`config.mk`:
```
export PLATFORM = sky130hd
export DESIGN_NAME = wb_dpram_port
export DESIGN_NICKNAME = d
export VERILOG_FILES = /design/src/rtl/wb_dpram_port_pkg.sv /design/src/rtl/wb_byte_merge.sv /design/src/rtl/wb_dpram_port.sv
export SDC_FILE = /design/constraint.sdc
export NUM_CORES = 1
export LEC_CHECK = 0
export ABC_AREA = 1
export CORE_ASPECT_RATIO = 1.75
export CORE_MARGIN = 2
export CORE_UTILIZATION = 46
export DETAILED_ROUTE_END_ITERATION = 6
export PLACE_DENSITY = 0.83
export RECOVER_POWER = 50
export SLEW_MARGIN = 0
export SYNTH_ARGS = -nofsm -noshare
export SYNTH_HDL_FRONTEND = slang
export SYNTH_SLANG_ARGS = --single-unit
export TNS_END_PERCENT = 50
```
`constraint.sdc`:
```
create_clock -name clock -period 1.9 [get_ports clock]
set_clock_uncertainty 0.2 [all_clocks]
set_input_delay 0.38 -clock clock [delete_from_list [all_inputs] [get_ports clock]]
set_output_delay 0.38 -clock clock [all_outputs]
set_load 0.1 [all_outputs]
```
`src/rtl/wb_dpram_port_pkg.sv`:
```
// Shared definitions for the Wishbone-to-dual-port-RAM bridge:
// RAM geometry and the bridge FSM state encoding.
package wb_dpram_port_pkg;

  localparam int RAM_AW = 13;
  localparam int RAM_DW = 16;

  typedef enum logic [2:0] {
    IDLE      = 3'd0,
    RD_WAIT   = 3'd1,
    RD_CAP    = 3'd2,
    RMW_WAIT  = 3'd3,
    RMW_MERGE = 3'd4
  } state_t;

endpackage

```
`src/rtl/wb_byte_merge.sv`:
```
// Byte-lane merge: every lane whose select bit is set comes from new_data,
// all other lanes keep old_data. Purely combinational; shared by the bus bridges.
module wb_byte_merge #(
  parameter int DW = 16
) (
  input  logic [DW-1:0]   old_data,
  input  logic [DW-1:0]   new_data,
  input  logic [DW/8-1:0] sel,
  output logic [DW-1:0]   result
);

  // Lane-by-lane select between stored and incoming bytes
  always_comb begin
    result = old_data;
    for (int i = 0; i < DW/8; i++) begin
      if (sel[i]) result[i*8 +: 8] = new_data[i*8 +: 8];
    end
  end

endmodule

```
`src/rtl/wb_dpram_port.sv`:
```
// Wishbone B3 classic slave driving port B of the shared 8Kx16 dual-port RAM.
// The RAM has no byte enables, so partial writes are read-modify-write.
//
//   state     | meaning
//   ----------+---------------------------------------------------------
//   IDLE      | waiting for a request; full/null writes complete from here
//   RD_WAIT   | read address presented, RAM read data arrives next cycle
//   RD_CAP    | capture ram_q into wb_dat_o and ack
//   RMW_WAIT  | partial write: old word being read
//   RMW_MERGE | merge old word with write data, write back and ack
//
// Dropping wb_cyc_i in any wait/capture state abandons the transfer with no
// ack and no RAM write; wb_stb_i is only looked at when a request is accepted.
module wb_dpram_port
  import wb_dpram_port_pkg::*;
#(
  parameter int AW = RAM_AW,
  parameter int DW = RAM_DW
) (
  input  logic            clock,
  input  logic            reset,
  input  logic            wb_cyc_i,
  input  logic            wb_stb_i,
  input  logic            wb_we_i,
  input  logic [AW-1:0]   wb_adr_i,
  input  logic [DW-1:0]   wb_dat_i,
  input  logic [DW/8-1:0] wb_sel_i,
  output logic [DW-1:0]   wb_dat_o,
  output logic            wb_ack_o,
  output logic [AW-1:0]   ram_address,
  output logic [DW-1:0]   ram_data,
  output logic            ram_wren,
  input  logic [DW-1:0]   ram_q
);

  state_t          state;
  logic [DW-1:0]   dat_q;
  logic [DW/8-1:0] sel_q;
  logic [DW-1:0]   merged;

  wb_byte_merge #(.DW(DW)) u_merge (
    .old_data (ram_q),
    .new_data (dat_q),
    .sel      (sel_q),
    .result   (merged)
  );

  // Bridge FSM; ack and write enable are single-cycle pulses by default
  always_ff @(posedge clock) begin
    if (reset) begin
      state       <= IDLE;
      wb_ack_o    <= 1'b0;
      ram_wren    <= 1'b0;
      wb_dat_o    <= '0;
      ram_address <= '0;
      ram_data    <= '0;
      dat_q       <= '0;
      sel_q       <= '0;
    end else begin
      wb_ack_o <= 1'b0;
      ram_wren <= 1'b0;
      case (state)
        IDLE: begin
          // the !wb_ack_o term stops the held request being taken twice
          if (wb_cyc_i && wb_stb_i && !wb_ack_o) begin
            dat_q       <= wb_dat_i;
            sel_q       <= wb_sel_i;
            ram_address <= wb_adr_i;
            if (!wb_we_i) begin
              state <= RD_WAIT;
            end else if (wb_sel_i == '1) begin
              ram_data <= wb_dat_i;
              ram_wren <= 1'b1;
              wb_ack_o <= 1'b1;
            end else if (wb_sel_i == '0) begin
              wb_ack_o <= 1'b1;
            end else begin
              state <= RMW_WAIT;
            end
          end
        end
        RD_WAIT:  state <= wb_cyc_i ? RD_CAP : IDLE;
        RD_CAP: begin
          state <= IDLE;
          if (wb_cyc_i) begin
            wb_dat_o <= ram_q;
            wb_ack_o <= 1'b1;
          end
        end
        RMW_WAIT: state <= wb_cyc_i ? RMW_MERGE : IDLE;
        RMW_MERGE: begin
          state <= IDLE;
          if (wb_cyc_i) begin
            ram_data <= merged;
            ram_wren <= 1'b1;
            wb_ack_o <= 1'b1;
          end
        end
        default: state <= IDLE;
      endcase
    end
  end

endmodule
```
**Word level (Yosys, flattened, before mapping)**

Cells that the tools add are included.

- Bits in registers: 68
- Bits of input ports: 52
- Output and inout bits: 47
- Logic and storage cells: 54

- Eq/ne operators: 11
- Muxes and demuxes: 24
- Reductions and logical operators: 11

Operators with widths:

| operator | number |
|---|---|
| 16-bit 2-to-1 mux | 4 |
| 16-bit one-hot mux with 2 select lines | 1 |
| 8-bit 2-to-1 mux | 2 |
| 3-bit 2-to-1 mux | 5 |
| 3-bit one-hot mux with 3 select lines | 1 |
| 1-bit 2-to-1 mux | 8 |
| 2-bit != test, second input constant | 4 |
| 3-bit by 2-bit equality test with 1-bit output, second input constant | 2 |
| 3-bit != test, second input constant | 2 |
| 5-bit AND reduction | 1 |
| 1-bit one-hot mux with 2 select lines | 2 |
| 2-bit AND reduction | 2 |
| 3-bit by 1-bit equality test with 1-bit output, second input constant | 1 |
| 3-bit equality test, second input constant | 1 |
| 3-bit logical NOT | 1 |
| 3-bit AND reduction | 1 |
| 2-bit equality test, second input constant | 1 |
| 1-bit logical AND | 2 |
| 2-bit logical NOT | 1 |
| 2-bit 2-to-1 mux | 1 |
| 2-bit nonzero test | 1 |
| 2-bit OR reduction | 1 |
| 1-bit logical NOT | 1 |

**Logic depth before layout (Yosys ltp)**

Gate-level depths: netlist of run 1.

- Depth in word-level cells: 6
- Mapped depth: 8
- Mapped depth without buffers: 7

**Hierarchy**

A second synthesis of run 1 with hierarchy kept.

- Cell total of the unflattened synthesis: 456
- Area, all modules: 3080.5 µm²

By module, submodules not included:

| module | times used | cells an instance | area each (µm²) | sequential area each (µm²) |
|---|---|---|---|---|
| wb_dpram_port | 1 | 404 | 2870.3 | 1361.3 |
| wb_byte_merge | 1 | 52 | 210.2 | 0.0 |

**Worst setup path before layout of run 1**

No wires, ideal clock.

- Path type: flip-flop to flip-flop
- Start: reg wb_ack_o
- End: reg dat_q[0]
- Setup time: 0.064 ns
- Arrival: 1.767 ns
- Data required time: 1.636 ns
- Setup slack: -0.132 ns
- Cell stages (with the launch flop): 8
- Buffers on the path: 1
- Period minus slack after synthesis: 2.032 ns
- Cells stage by stage: dfxtp_1 -> inv_1 -> nand3_4 -> nor2_4 -> inv_2 -> clkbuf_1 -> nor2_1 -> nor2_1

- Word-level cells in the longest chain between the ends: 3

RTL lines:

| item | RTL line | text |
|---|---|---|
| start: declaration | wb_dpram_port.sv:29 | `output logic wb_ack_o,` |
| start signal: assignment | wb_dpram_port.sv:52 | `wb_ack_o <= 1'b0;` |
| start signal: assignment | wb_dpram_port.sv:60 | `wb_ack_o <= 1'b0;` |
| start signal: assignment | wb_dpram_port.sv:74 | `wb_ack_o <= 1'b1;` |
| 1-bit logical NOT | wb_dpram_port.sv:65 | `if (wb_cyc_i && wb_stb_i && !wb_ack_o) begin` |
| 1-bit logical AND | wb_dpram_port.sv:65 |  |
| 2-bit AND reduction (no line) | -- |  |
| end signal: assignment | wb_dpram_port.sv:66 | `dat_q <= wb_dat_i;` |
| end: declaration | wb_dpram_port.sv:37 | `logic [DW-1:0] dat_q;` |

Every way passes these cells.
A chain may end at the register's enable or synchronous reset.

**Worst setup path after layout of run 1**

- Start: reg state[0]
- End: reg ram_data[8]

- Word-level cells in the longest chain between the ends: 3
- Elaborated cells on any way between the ends: 9
- Those cells by class: eq/ne: 5; mux: 1; reduce/logical: 3

RTL lines:

| item | RTL line | text |
|---|---|---|
| start: declaration | wb_dpram_port.sv:36 | `state_t state;` |
| start signal: assignment | wb_dpram_port.sv:82 | `RD_WAIT: state <= wb_cyc_i ? RD_CAP : IDLE;` |
| start signal: assignment | wb_dpram_port.sv:90 | `RMW_WAIT: state <= wb_cyc_i ? RMW_MERGE : IDLE;` |
| 3-bit equality test / 3-bit logical NOT (equally long branches) | wb_dpram_port.sv:62 | `case (state)` |
| 2-bit != test (no line) / 2-bit nonzero test (equally long branches) | -- |  |
| 5-bit AND reduction (no line) | -- |  |
| end signal: assignment | wb_dpram_port.sv:72 | `ram_data <= wb_dat_i;` |
| end signal: assignment | wb_dpram_port.sv:94 | `ram_data <= merged;` |
| end: declaration | wb_dpram_port.sv:31 | `output logic [DW-1:0] ram_data,` |

Parallel ways exist; a longest one is shown, timed or not.

==> results of run 1 <==
==> layer usage <==
metal  part of all wire (%)  track usage, %  routed length [um]
met2                     54            43.1                4510
met5                      0               0                   0
met1                     36            26.2                3020
met4                    3.7            11.7                 307
met3                    6.1            6.26                 507
==> state kept, by name, indices dropped and copies added, names as in the netlist <==
signal,flops
ram_address,13
ram_wren,1
wb_dat_o,16
wb_ack_o,1
sel_q,2
ram_data,16
dat_q,16
state,3
==> synthesized netlist by cell type (all sizes together) <==
master  number  share of area (%)
a21oi        3               0.49
buf         12                2.8
clkbuf      11                1.4
clkinv       1               0.12
dfxtp       68                 45
ha           2               0.82
inv         44                5.5
nand2       90                 12
nand3       20                3.7
nand4        1               0.21
nor2       132                 17
nor3         1               0.16
o21ai       67                 11
or2          1               0.21
==> cell families after synthesis <==
group,after synthesis,share of synthesized area (%)
and+or+nand+nor,245,32.8
AOI/OAI and AO/OA,70,11.7
buffers and inverters,68,9.78
DFF,68,44.9
adders and majority gates,2,0.825
==> area by class of cell <==
class / count / area share, %
multi-input cells: 317 / 33.6
flip-flops and latches: 68 / 33.2
repair buffers: 107 / 20.4
clock buffers: 10 / 5.58
inverters: 45 / 4.18
well taps: 82 / 2.50
clock inverters: 3 / 0.427
==> worst max-delay path, stage by stage, from the launching register on <==
cell and delay [ns]:
dfxtp_1 0.36, nor2_4 0.18, nand2_4 0.16, inv_4 0.21
nand2_2 0.25, nand3_1 0.17, nand2_1 0.06, nor2_1 0.09
==> worst paths after layout <==
kind / endpoint / slack, ns / cells past startpoint
max reg2reg: ram_data[8] / 0.13 / 7
min: wb_dat_o[3] / 0.28 / 2
max: ram_data[8] / 0.13 / 7
min reg2reg: wb_dat_o[3] / 0.28 / 2
==> power by group <==
| part | switching, mW | internal (mW) |
|---|---|---|
| Combinational | 0.519 | 0.216 |
| Clock | 0.555 | 0.854 |
| Sequential | 0.0503 | 1.50 |
| Total | 1.12 | 2.57 |
==> results by group, run 1 <==
Run status
  – Outcome: completed

Job
  – Max Cap Viol: 0

Worst setup path
  – Crit path DAT: 1.83 ns
  – Crit Reg-Reg Startpoint: state[0]
  – Worst EP required: 1.96 ns
  – CP Launch Type: flip-flop
  – Crit. End Element: flip-flop
  – Critical Path Start: state[0]
  – Setup CP Type: flip-flop to flip-flop
  – Critical path fanouts, max: 18

Synthesis
  – Cells after Synth: 453
  – Synthesized flop and latch total: 68
  – Synth Area per Inst: 6.70 um^2
  – Yosys cell types: 24
  – Synthesized cell area: 3030 um^2
  – Yosys warns: 0
  – Synth Net Count: 507
  – Sequential area share after synthesis: 44.9%

Drt
  – Drt total wl: 8340 um
  – Drt pass-1 iters: 4
  – Total number of vias: 3150
  – First DRT Iteration DRCs: 190
  – Via density: 4.98
  – Drt wl/cell: 13.2 um
  – Post-DRT Antenna Nets: 0
  – DRC errors left: 0

Global routing
  – Number of global-route vias before repair: 3130
  – GRT Total Usage: 24.4%
  – First-pass GRT wire length: 14100 um
  – Largest net degree at the start of global routing: 46
  – Overflow left after global routing: 0
  – Initial antenna violation count: 0

CTS
  – Worst-path clk slew: 0.05 ns
  – Clock sink count: 68
  – Post-CTS setup buffers: 0
  – H-tree levels: 3
  – CTS tree: yes
  – Hold Buf Count CTS: 0
  – Cts repair resizes: 0
  – Clock buffer depth: 2
  – Clock root buffer: clkbuf_16
  – TritonCTS Buffers: 9
  – Clock latency on the worst-skew pair: 0.33 ns

Layout
  – Ant diodes: 0
  – Storage element area: 1360 um^2
  – Design area: 4100 um^2
  – FILL cells: 558
  – Synth-to-Final Area Change: 35.2%
  – Commonest cells after routing, fill and taps aside: nor2_1, nand2_1, dfxtp_1
  – Multi-input gate area: 1380 um^2
  – Final core utilization: 63.7%
  – Leading cell type in the layout, fill and taps excluded: nor2_1
  – Final nets: 602
  – Post-Layout Cell Count: 632
  – Fraction of layout cells with a size suffix above 1: 14.7%

Power
  – Tot Pwr: 3.70 mW
  – P_leak: 1.98 nW
  – VDD IR max: 0.620 mV
  – P per Cell Area: 901 nW/um^2

Die
  – Die H: 111 um
  – DIE WIDTH: 65.4 um
  – Die footprint: 7280 um^2
  – Ports: 99
  – # rows: 39
  – Initial core utilization: 47.1%
  – Core box area: 6440 um^2

STA
  – RSZ-0062 raised after global routing: false
  – Max-slew violations: 0
  – Final hold vios: 0
  – Rel. slew slack: 62.0%
  – Worst hold margin: 0.283 ns
  – Setup TNS: 0 ns
  – Final worst setup slack: 0.134 ns
  – Max Fclk: 566 MHz
  – Worst Max-Slew Pin Slew: 0.573 ns
  – Period utilization: 92.9%
  – Tmin final: 1.77 ns
  – # setup viols final: 0

Place
  – Post-place instance area: 4560 um^2
  – Number of port buffers: 98
  – Placed insts: 619
  – DP HPWL: 6190 um
  – Placer Congestion: 0.870
  – Pre-CTS WS: -0.154 ns

Hold path
  – Worst hold path class: flip-flop to flip-flop
  – Min-delay src: wb_dat_o[3]
(Power assumes the default switching activity.)
==> inputs of run 2 (changes only) <==
--- a/config.mk
+++ b/config.mk
@@ -10,7 +10,7 @@
 export CORE_MARGIN = 2
 export CORE_UTILIZATION = 46
 export DETAILED_ROUTE_END_ITERATION = 6
-export PLACE_DENSITY = 0.83
+export PLACE_DENSITY = 0.76
 export RECOVER_POWER = 50
 export SLEW_MARGIN = 0
 export SYNTH_ARGS = -nofsm -noshare
==> run 2 against run 1 <==
Clock-buffer cell count is 5 higher. Sequential power barely moved. Non-clock buffer count up 1. Via count is 0.54% lower. Critical path depth is the same. Sequential share of layout area is 0.24 points lower. Cell count increased by 0.63%. Register-to-register slack gained 0.07 ns. Hold slack lost 0.0061 ns. Setup slack gained 0.0047 ns. Die area unchanged.
==> results by group, run 2 (same netlist as run 1, synthesis figures left out) <==
Die
  – DIE WIDTH: 65.4 um (unchanged)
  – Core box area: 6440 um^2 (unchanged)
  – Ports: 99 (unchanged)
  – Initial core utilization: 47.1% (unchanged)
  – # rows: 39 (unchanged)
  – Die H: 111 um (unchanged)
  – Die footprint: 7280 um^2 (unchanged)

Layout
  – Final nets: 603 (+0.17%)
  – Design area: 4130 um^2 (+0.73%)
  – Top flop regs: dat_q x16, ram_data x16, wb_dat_o x16
  – Commonest cells after routing, fill and taps aside: nor2_1, nand2_1, dfxtp_1
  – Synth-to-Final Area Change: 36.2%
  – FILL cells: 574 (+2.9%)
  – Ant diodes: 0 (unchanged)
  – Final core utilization: 64.1% (+0.47 points)
  – Leading cell type in the layout, fill and taps excluded: nor2_1
  – Fraction of layout cells with a size suffix above 1: 14.8% (+0.074 points)

CTS
  – H-tree levels: 3 (unchanged)
  – TritonCTS Buffers: 9 (unchanged)
  – Clock latency on the worst-skew pair: 0.33 ns (about the same)
  – CTS tree: yes
  – Worst-path clk slew: 0.05 ns (about the same)
  – Hold Buf Count CTS: 0 (unchanged)
  – Clock sink count: 68 (unchanged)
  – Clock root buffer: clkbuf_16
  – Post-CTS setup buffers: 0 (unchanged)
  – Clock buffer depth: 2 (unchanged)

STA
  – Max-slew violations: 0 (unchanged)
  – # setup viols final: 0 (unchanged)
  – Setup TNS: 0 ns (unchanged)
  – Period utilization: 92.7% (-0.25 points)
  – Final hold vios: 0 (unchanged)
  – Worst hold margin: 0.277 ns (-0.00612 ns)
  – Max Fclk: 568 MHz (+0.27%)
  – Tmin final: 1.76 ns (-0.00474 ns)
  – Rel. slew slack: 61.8% (-0.18 points)
  – RSZ-0062 raised after global routing: false
  – Worst Max-Slew Pin Slew: 0.576 ns (+0.00270 ns)

Worst setup path
  – Critical path fanouts, max: 17 (-1)
  – CP Launch Type: primary input
  – Worst EP required: 1.96 ns (about the same)
  – Cell mode on critical path: nor2_1
  – Worst path cell trace: clkdlybuf4s50_1 > buf_4 > o21ai_0 > inv_1 > nand2_4 > nor2_1 > nor2_1
  – Crit path DAT: 1.82 ns (about the same)
  – Max incr delay on CP: 0.50 ns (+0.14 ns)
  – Worst path slowest cell: clkdlybuf4s50_1
  – Crit. End Element: flip-flop
  – Setup CP Type: primary input to flip-flop

Hold path
  – Worst hold path class: flip-flop to flip-flop

Power
  – P_leak: 2.01 nW (+1.3%)
  – VDD IR max: 0.753 mV (+22%)
  – Tot Pwr: 3.84 mW (+3.8%)
  – P per Cell Area: 928 nW/um^2 (+3.0%)

Run status
  – Outcome: completed

Drt
  – Via density: 4.93 (-1.2%)
  – Drt total wl: 8520 um (+2.2%)
  – Total number of vias: 3133 (-0.54%)
  – Drt wl/cell: 13.4 um (+1.5%)
  – Drt pass-1 iters: 4 (unchanged)
  – First DRT Iteration DRCs: 160 (-16%)
  – Post-DRT Antenna Nets: 0 (unchanged)
  – DRC errors left: 0 (unchanged)

Global routing
  – GRT Total Usage: 24.7% (+0.32 points)
  – Number of global-route vias before repair: 3022 (-3.5%)
  – Overflow left after global routing: 0 (unchanged)
  – First-pass GRT wire length: 14000 um (-0.29%)
  – Largest net degree at the start of global routing: 44 (-4.3%)
  – Initial antenna violation count: 0 (unchanged)

Place
  – DP HPWL: 6060 um (-2.1%)
  – Post-place instance area: 4550 um^2 (-0.11%)
  – Placer Congestion: 0.884 (+1.5%)
  – Number of port buffers: 98 (unchanged)

Job
  – Max Cap Viol: 0 (unchanged)
[run 2: cell type report]
class,count,area (um^2),share of cell area (%)
Tap cell,82,103,2.48
Clock buffer,15,278,6.72
Clock inverter,1,5.00,0.121
Sequential cell,68,1360,33.0
Multi-Input combinational cell,317,1390,33.5
Inverter,45,171,4.15
Timing Repair Buffer,108,827,20.0
[run 2: path summary, 6_finish.rpt]
check / startpoint / to / slack (ns) / cells past startpoint
worst max-delay path: wb_cyc_i / ram_data[0] / 0.14 / 7
worst min register to register: wb_dat_o[3] / wb_dat_o[3] / 0.28 / 2
worst min-delay path: wb_dat_o[3] / wb_dat_o[3] / 0.28 / 2
worst max register to register: state[0] / ram_data[9] / 0.20 / 7
[run 2: what timing repair did]
action | in CTS | in global routing
endpoints found under the setup margin | 0 | 4
hold endpoints to repair | 0 | 0
gates resized for setup | 0 | 2
[run 2: worst max-delay path, delay by kind of cell]
family          cells  cell delay [ns]
compound gates      1             0.23
simple gates        3             0.38
buf+inv             3             0.82
[run 2: metal layers]
metal / routed length [um] / vias to the layer above / track usage (%)
li1: - / 1599 / -
met1: 3280 / 1393 / 27.1
met2: 4500 / 115 / 44.2
met3: 455 / 26 / 5.56
met4: 291 / 0 / 10.6
met5: 0 / - / 0
[run 2: power breakdown]
part / switching (mW) / internal, mW
Clock: 0.560 / 0.988
Sequential: 0.0493 / 1.50
Combinational: 0.523 / 0.213
Total: 1.13 / 2.70
[run 2: stage by stage]
step	std cells	setup WS (ns)
3_5_place_dp	620	-0.178
4_1_cts	636	0.0683
2_1_floorplan	453	0.214
6_report	636	0.139
5_1_grt	636	0.0420
3_3_place_gp	620	-0.103
